File: src/rtl/mux_pkg.sv
`default_nettype none
// ============================================================================
//  Module      : mux_pkg
//  Description : Shared constants and types for the selector datapath.
//  Revision    : 1.0 - initial release
// ============================================================================
package mux_pkg;

  localparam int unsigned MUX_DEFAULT_W = 8;

  // Select encoding: 0 forwards operand A, 1 forwards operand B.
  localparam logic SEL_A = 1'b0;
  localparam logic SEL_B = 1'b1;

  typedef enum logic {SRC_A, SRC_B} mux_src_e;

endpackage : mux_pkg
`default_nettype wire

File: src/rtl/mux2_comb.sv
`default_nettype none
// ============================================================================
//  Module      : mux2_comb
//  Description : Purely combinational N-bit 2:1 selector (0 -> A, 1 -> B).
//  Revision    : 1.0 - initial release
// ============================================================================
module mux2_comb
  import mux_pkg::*;
#(
  parameter int unsigned N = MUX_DEFAULT_W
) (
  input  logic [N-1:0] i_a,
  input  logic [N-1:0] i_b,
  input  logic         i_sel,
  output logic [N-1:0] o_y
);

  mux_src_e w_src;

  // Interpret the raw select bit as a source and forward that operand bit-exact.
  always_comb begin
    w_src = mux_src_e'(i_sel);
    o_y   = (w_src == SRC_B) ? i_b : i_a;
  end

endmodule : mux2_comb
`default_nettype wire

File: src/rtl/sel_mux.sv
`default_nettype none
// ============================================================================
//  Module      : sel_mux
//  Description : Two-input N-bit selector with a one-entry registered output
//                stage and valid/ready handshake on both sides.
//  Revision    : 1.0 - initial release
// ============================================================================
module sel_mux
  import mux_pkg::*;
#(
  parameter int unsigned N = MUX_DEFAULT_W
) (
  input  logic         clk_i,
  input  logic         rst_ni,
  input  logic [N-1:0] a_i,
  input  logic [N-1:0] b_i,
  input  logic         sel_i,
  input  logic         valid_i,
  output logic         ready_o,
  output logic [N-1:0] y_o,
  output logic         sel_o,
  output logic         valid_o,
  input  logic         ready_i
);

  logic [N-1:0] r_y;
  logic         r_sel;
  logic         r_valid;

  logic [N-1:0] w_y;
  logic         w_accept;
  logic         w_drain;

  // Selection happens ahead of the register so downstream sees only flop outputs.
  mux2_comb #(
    .N (N)
  ) u_mux2 (
    .i_a   (a_i),
    .i_b   (b_i),
    .i_sel (sel_i),
    .o_y   (w_y)
  );

  // Handshake decode: ready depends only on the held-valid flag and ready_i,
  // so a full stage can take a new word in the cycle its old word drains.
  always_comb begin
    ready_o  = !r_valid || ready_i;
    w_accept = valid_i && ready_o;
    w_drain  = r_valid && ready_i;
  end

  // One-entry output register; a drain without refill only clears valid,
  // leaving the last data in place.
  always_ff @(posedge clk_i or negedge rst_ni) begin
    if (!rst_ni) begin
      r_y     <= '0;
      r_sel   <= SEL_A;
      r_valid <= 1'b0;
    end else if (w_accept) begin
      r_y     <= w_y;
      r_sel   <= sel_i;
      r_valid <= 1'b1;
    end else if (w_drain) begin
      r_valid <= 1'b0;
    end
  end

  assign y_o     = r_y;
  assign sel_o   = r_sel;
  assign valid_o = r_valid;

`ifndef SYNTHESIS
  // A stalled word must stay presented and unchanged until it is taken.
  a_valid_held : assert property (@(posedge clk_i) disable iff (!rst_ni)
    (valid_o && !ready_i) |=> valid_o);

  a_data_stable : assert property (@(posedge clk_i) disable iff (!rst_ni)
    (valid_o && !ready_i) |=> ($stable(y_o) && $stable(sel_o)));

  a_sel_known : assert property (@(posedge clk_i) disable iff (!rst_ni)
    valid_i |-> !$isunknown(sel_i));
`endif

endmodule : sel_mux
`default_nettype wire

File: config.mk
export PLATFORM = sky130hd
export DESIGN_NAME = sel_mux
export DESIGN_NICKNAME = d
export VERILOG_FILES = /design/src/rtl/mux_pkg.sv /design/src/rtl/mux2_comb.sv /design/src/rtl/sel_mux.sv
export SDC_FILE = /design/constraint.sdc
export NUM_CORES = 1
export LEC_CHECK = 0
export ABC_AREA = 0
export BUFFER_PORTS_ARGS = -buffer_cell sky130_fd_sc_hd__buf_2
export CAP_MARGIN = 10
export CORE_MARGIN = 3
export CORE_UTILIZATION = 40
export DETAILED_ROUTE_END_ITERATION = 6
export PLACE_DENSITY_LB_ADDON = 0.08
export SLEW_MARGIN = 0
export SYNTH_ARGS = -nofsm -noshare
export SYNTH_HDL_FRONTEND = slang
export SYNTH_HIERARCHICAL = 1
export SYNTH_SLANG_ARGS = --single-unit
File: constraint.sdc
create_clock -name clk_i -period 2.8 [get_ports clk_i]
set_input_delay 0.28 -clock clk_i [delete_from_list [all_inputs] [get_ports clk_i]]
set_output_delay 0.28 -clock clk_i [all_outputs]
set_load 0.01 [all_outputs]
==> PnR_summary.wiki <==
{| class="wikitable"
! Metric !! Value
|-
| 1st-iter DRT viols || 1
|-
| Count of hold-fix buffers inserted at cts || 1
|-
| Highest-count cells in the layout ignoring fill and taps || buf_2 (31), mux2_4 (17), dfrtp_1 (10)
|-
| Critical-path cell list || nand2b_4 -> buf_2
|-
| Standard cell core area || 0.00120 sq mm
|-
| Number of antenna violations at the first check in global routing || 0
|-
| Final routed wirelength across all metal layers || 950 um
|-
| Part of the total power dissipated in the clock network || 29.8%
|-
| Type of destination of the critical path || output pin
|-
| Number of H-tree branching levels || 1
|-
| Maximum clock rate || 0.831 GHz
|-
| RSZ-0062 raised after global routing || false
|-
| Clock insertion delay at the later pin of the skew report || 260 ps
|-
| Clock input transition at the sequential cells of the worst setup and hold paths || 70 ps
|-
| Kind of start point of the critical path || flip-flop
|-
| Sum of met3 wire segment lengths after detailed routing || 112 um
|-
| NetSw || 0.106 mW
|-
| Total number of placement rows || 12
|-
| Combinational share of power || 27.9%
|-
| Avg Synthesized Cell Area || 18.0 sq um
|-
| Post-synthesis sequential element count || 10
|-
| Antenna Diode Count || 0
|-
| # placed instances || 75
|-
| Post-DRT Antenna Nets || 0
|-
| Num CTS Buffers || 3
|-
| Post-layout min period || 1200 ps
|-
| CTS tree || done
|-
| Maximum vdd drop || 276 uV
|-
| Number of library cell types mapped by synthesis || 6
|-
| Clk buf depth || 2
|-
| Net count reported at finish || 88
|-
| Leading cell type in the layout, fill and taps excluded || buf_2
|-
| Power per Cell Area || 558 mW/mm^2
|-
| Met1 Routed Length || 370 um
|-
| Die H || 43.3 um
|-
| Placed cell area || 718 sq um
|-
| Post-Layout Inst Area || 764 sq um
|-
| Fillers || 95
|-
| Total power || 0.427 mW
|-
| WS Path Type || reg -> out
|-
| Endpoints failing setup || 0
|-
| Synthesized instance count || 31
|-
| Post-route DRC || 0
|-
| Peak per-stage delay on the critical path || 410 ps
|-
| Ratio of cells with drive above 1 in the final layout || 81.8%
|-
| First-pass GRT wire length || 1460 um
|-
| Number of input and output port buffers inserted || 31
|-
| Least-Margin Pin Slew || 264 ps
|-
| Width of the chip || 43.3 um
|-
| Sequential fraction of design power || 42.3%
|-
| Post-CTS resize count || 0
|-
| Area of the die || 0.00188 sq mm
|-
| CTS Root Cell || clkbuf_4
|-
| Worst path bufs/invs || 1
|-
| Final cell count without fillers || 80
|-
| Largest driver fanout on the critical path || 3
|-
| Remaining global-route overflow || 0
|-
| Effective utilization at floorplan || 46.4%
|-
| Hpwl dp || 761 um
|-
| Max-slew violation total from the final report || 0
|-
| Class of the tightest hold or removal check || in -> reg
|-
| Sum Neg Setup Slack || 0 ps
|-
| Number of global-route vias before repair || 334
|-
| Maximum number of pins on one net before global-route repair || 11
|-
| Number of iterations in the first detailed-routing pass || 2
|-
| Sinks on the clock net || 10
|-
| Rel. slew slack || 82.4%
|-
| Worst path arrival time || 920 ps
|-
| Outcome || finished, final reports clean
|-
| Part of the cycle the worst path needs || 43.0%
|-
| Critical path's slowest cell || dfrtp_1
|-
| Total number of vias || 364
|-
| Top delay family on crit path || flip-flops
|-
| IO Count || 32
|-
| Internal || 0.321 mW
|-
| Req. time, crit path || 2520 ps
|-
| Cell area after technology mapping || 557 sq um
|-
| Hold violation count in the final report || 0
|-
| Final Wtd Congestion || 0.606
|-
| Post-Synthesis Net Count || 52
|-
| GR Util All Layers || 10.7%
|-
| Setup clock skew after layout || 3.19 ps
|-
| Met2 wire len || 451 um
|-
| Proportion of synthesized chip area in sequential cells || 44.9%
|-
| Detailed-route vias per instance || 4.55
|-
| Max-cap violation count || 0
|-
| Synth Warn # || 6
|-
| Growth of design area from synthesis to finish || 37.3%
|-
| Post-CTS Setup Bufs || 0
|-
| Reported leakage power || 0.423 nW
|-
| Mean routed wirelength per cell || 11.9 um
|-
| Switching part of the total || 24.7%
|-
| Highest metal layer used by the detailed router || met4
|}
-- Yosys cell counts --
cell | n | share of area [%]
mux2_4 | 17 | 46
dfrtp_1 | 10 | 45
buf_6 | 1 | 2.0
nand2_8 | 1 | 3.6
nand2b_1 | 1 | 1.1
nand2b_4 | 1 | 2.5
-- power by group through the flow --
stage | clock, mW | sequential, mW | combinational [mW]
2_1_floorplan | 0 | 0.194 | 0.0635
3_3_place_gp | 0 | 0.183 | 0.118
6_report | 0.127 | 0.181 | 0.119
4_1_cts | 0.134 | 0.181 | 0.121
3_5_place_dp | 0 | 0.182 | 0.120
5_1_grt | 0.140 | 0.184 | 0.127
-- metrics by stage --
step / util [%] / worst slack, ps / hold WS, ps
floorplan: - / 1720 / -15.6
global placement: 59.8 / 1550 / 150
detailed placement: 59.8 / 1540 / 148
CTS: 63.6 / 1570 / 304
global route: 63.6 / 1560 / 316
finish: 63.6 / 1600 / 311
-- routing by layer --
layer  GRT usage (%)  vias up
met5               0        -
met4            7.23        0
met3            3.39        2
met2            15.9       22
met1            13.1      161
li1                -      179
-- path summary, 6_finish.rpt --
kind / cells after the start / slack (ps) / end / from
setup / recovery: 2 / 1600 / ready_o / valid_o
hold / removal: 2 / 310 / valid_o / valid_i
setup reg to reg: 3 / 1760 / y_o[2] / valid_o
hold reg to reg: 1 / 510 / y_o[2] / y_o[2]
max in group asynchronous: 2 / 2210 / y_o[2] / rst_ni
min in group asynchronous: 2 / 400 / sel_o / rst_ni
-- worst register-to-register path: stages (launching register included) --
cell      delay [ps]
dfrtp_1          410
nand2b_4         120
nand2_8          100
mux2_4           310
-- cells by family after synthesis --
logic type | share of synthesized area, %
multiplexers | 45.8
buffers and inverters | 2.02
AND/OR/NAND/NOR | 7.19
flip-flops | 44.9
-- sequential cells by signal, indices dropped and copies added (netlist names) --
name / flops
sel_o: 1
valid_o: 1
y_o: 8
-- final cells by class --
type / instances / area (sq um) / share of cell area, %
Clock buffer: 4 / 36.3 / 4.75
Multi-Input combinational cell: 20 / 295 / 38.6
Sequential cell: 10 / 250 / 32.7
Tap cell: 14 / 17.5 / 2.29
Timing Repair Buffer: 32 / 165 / 21.6
No activity file was read; power rests on OpenSTA's default activity.
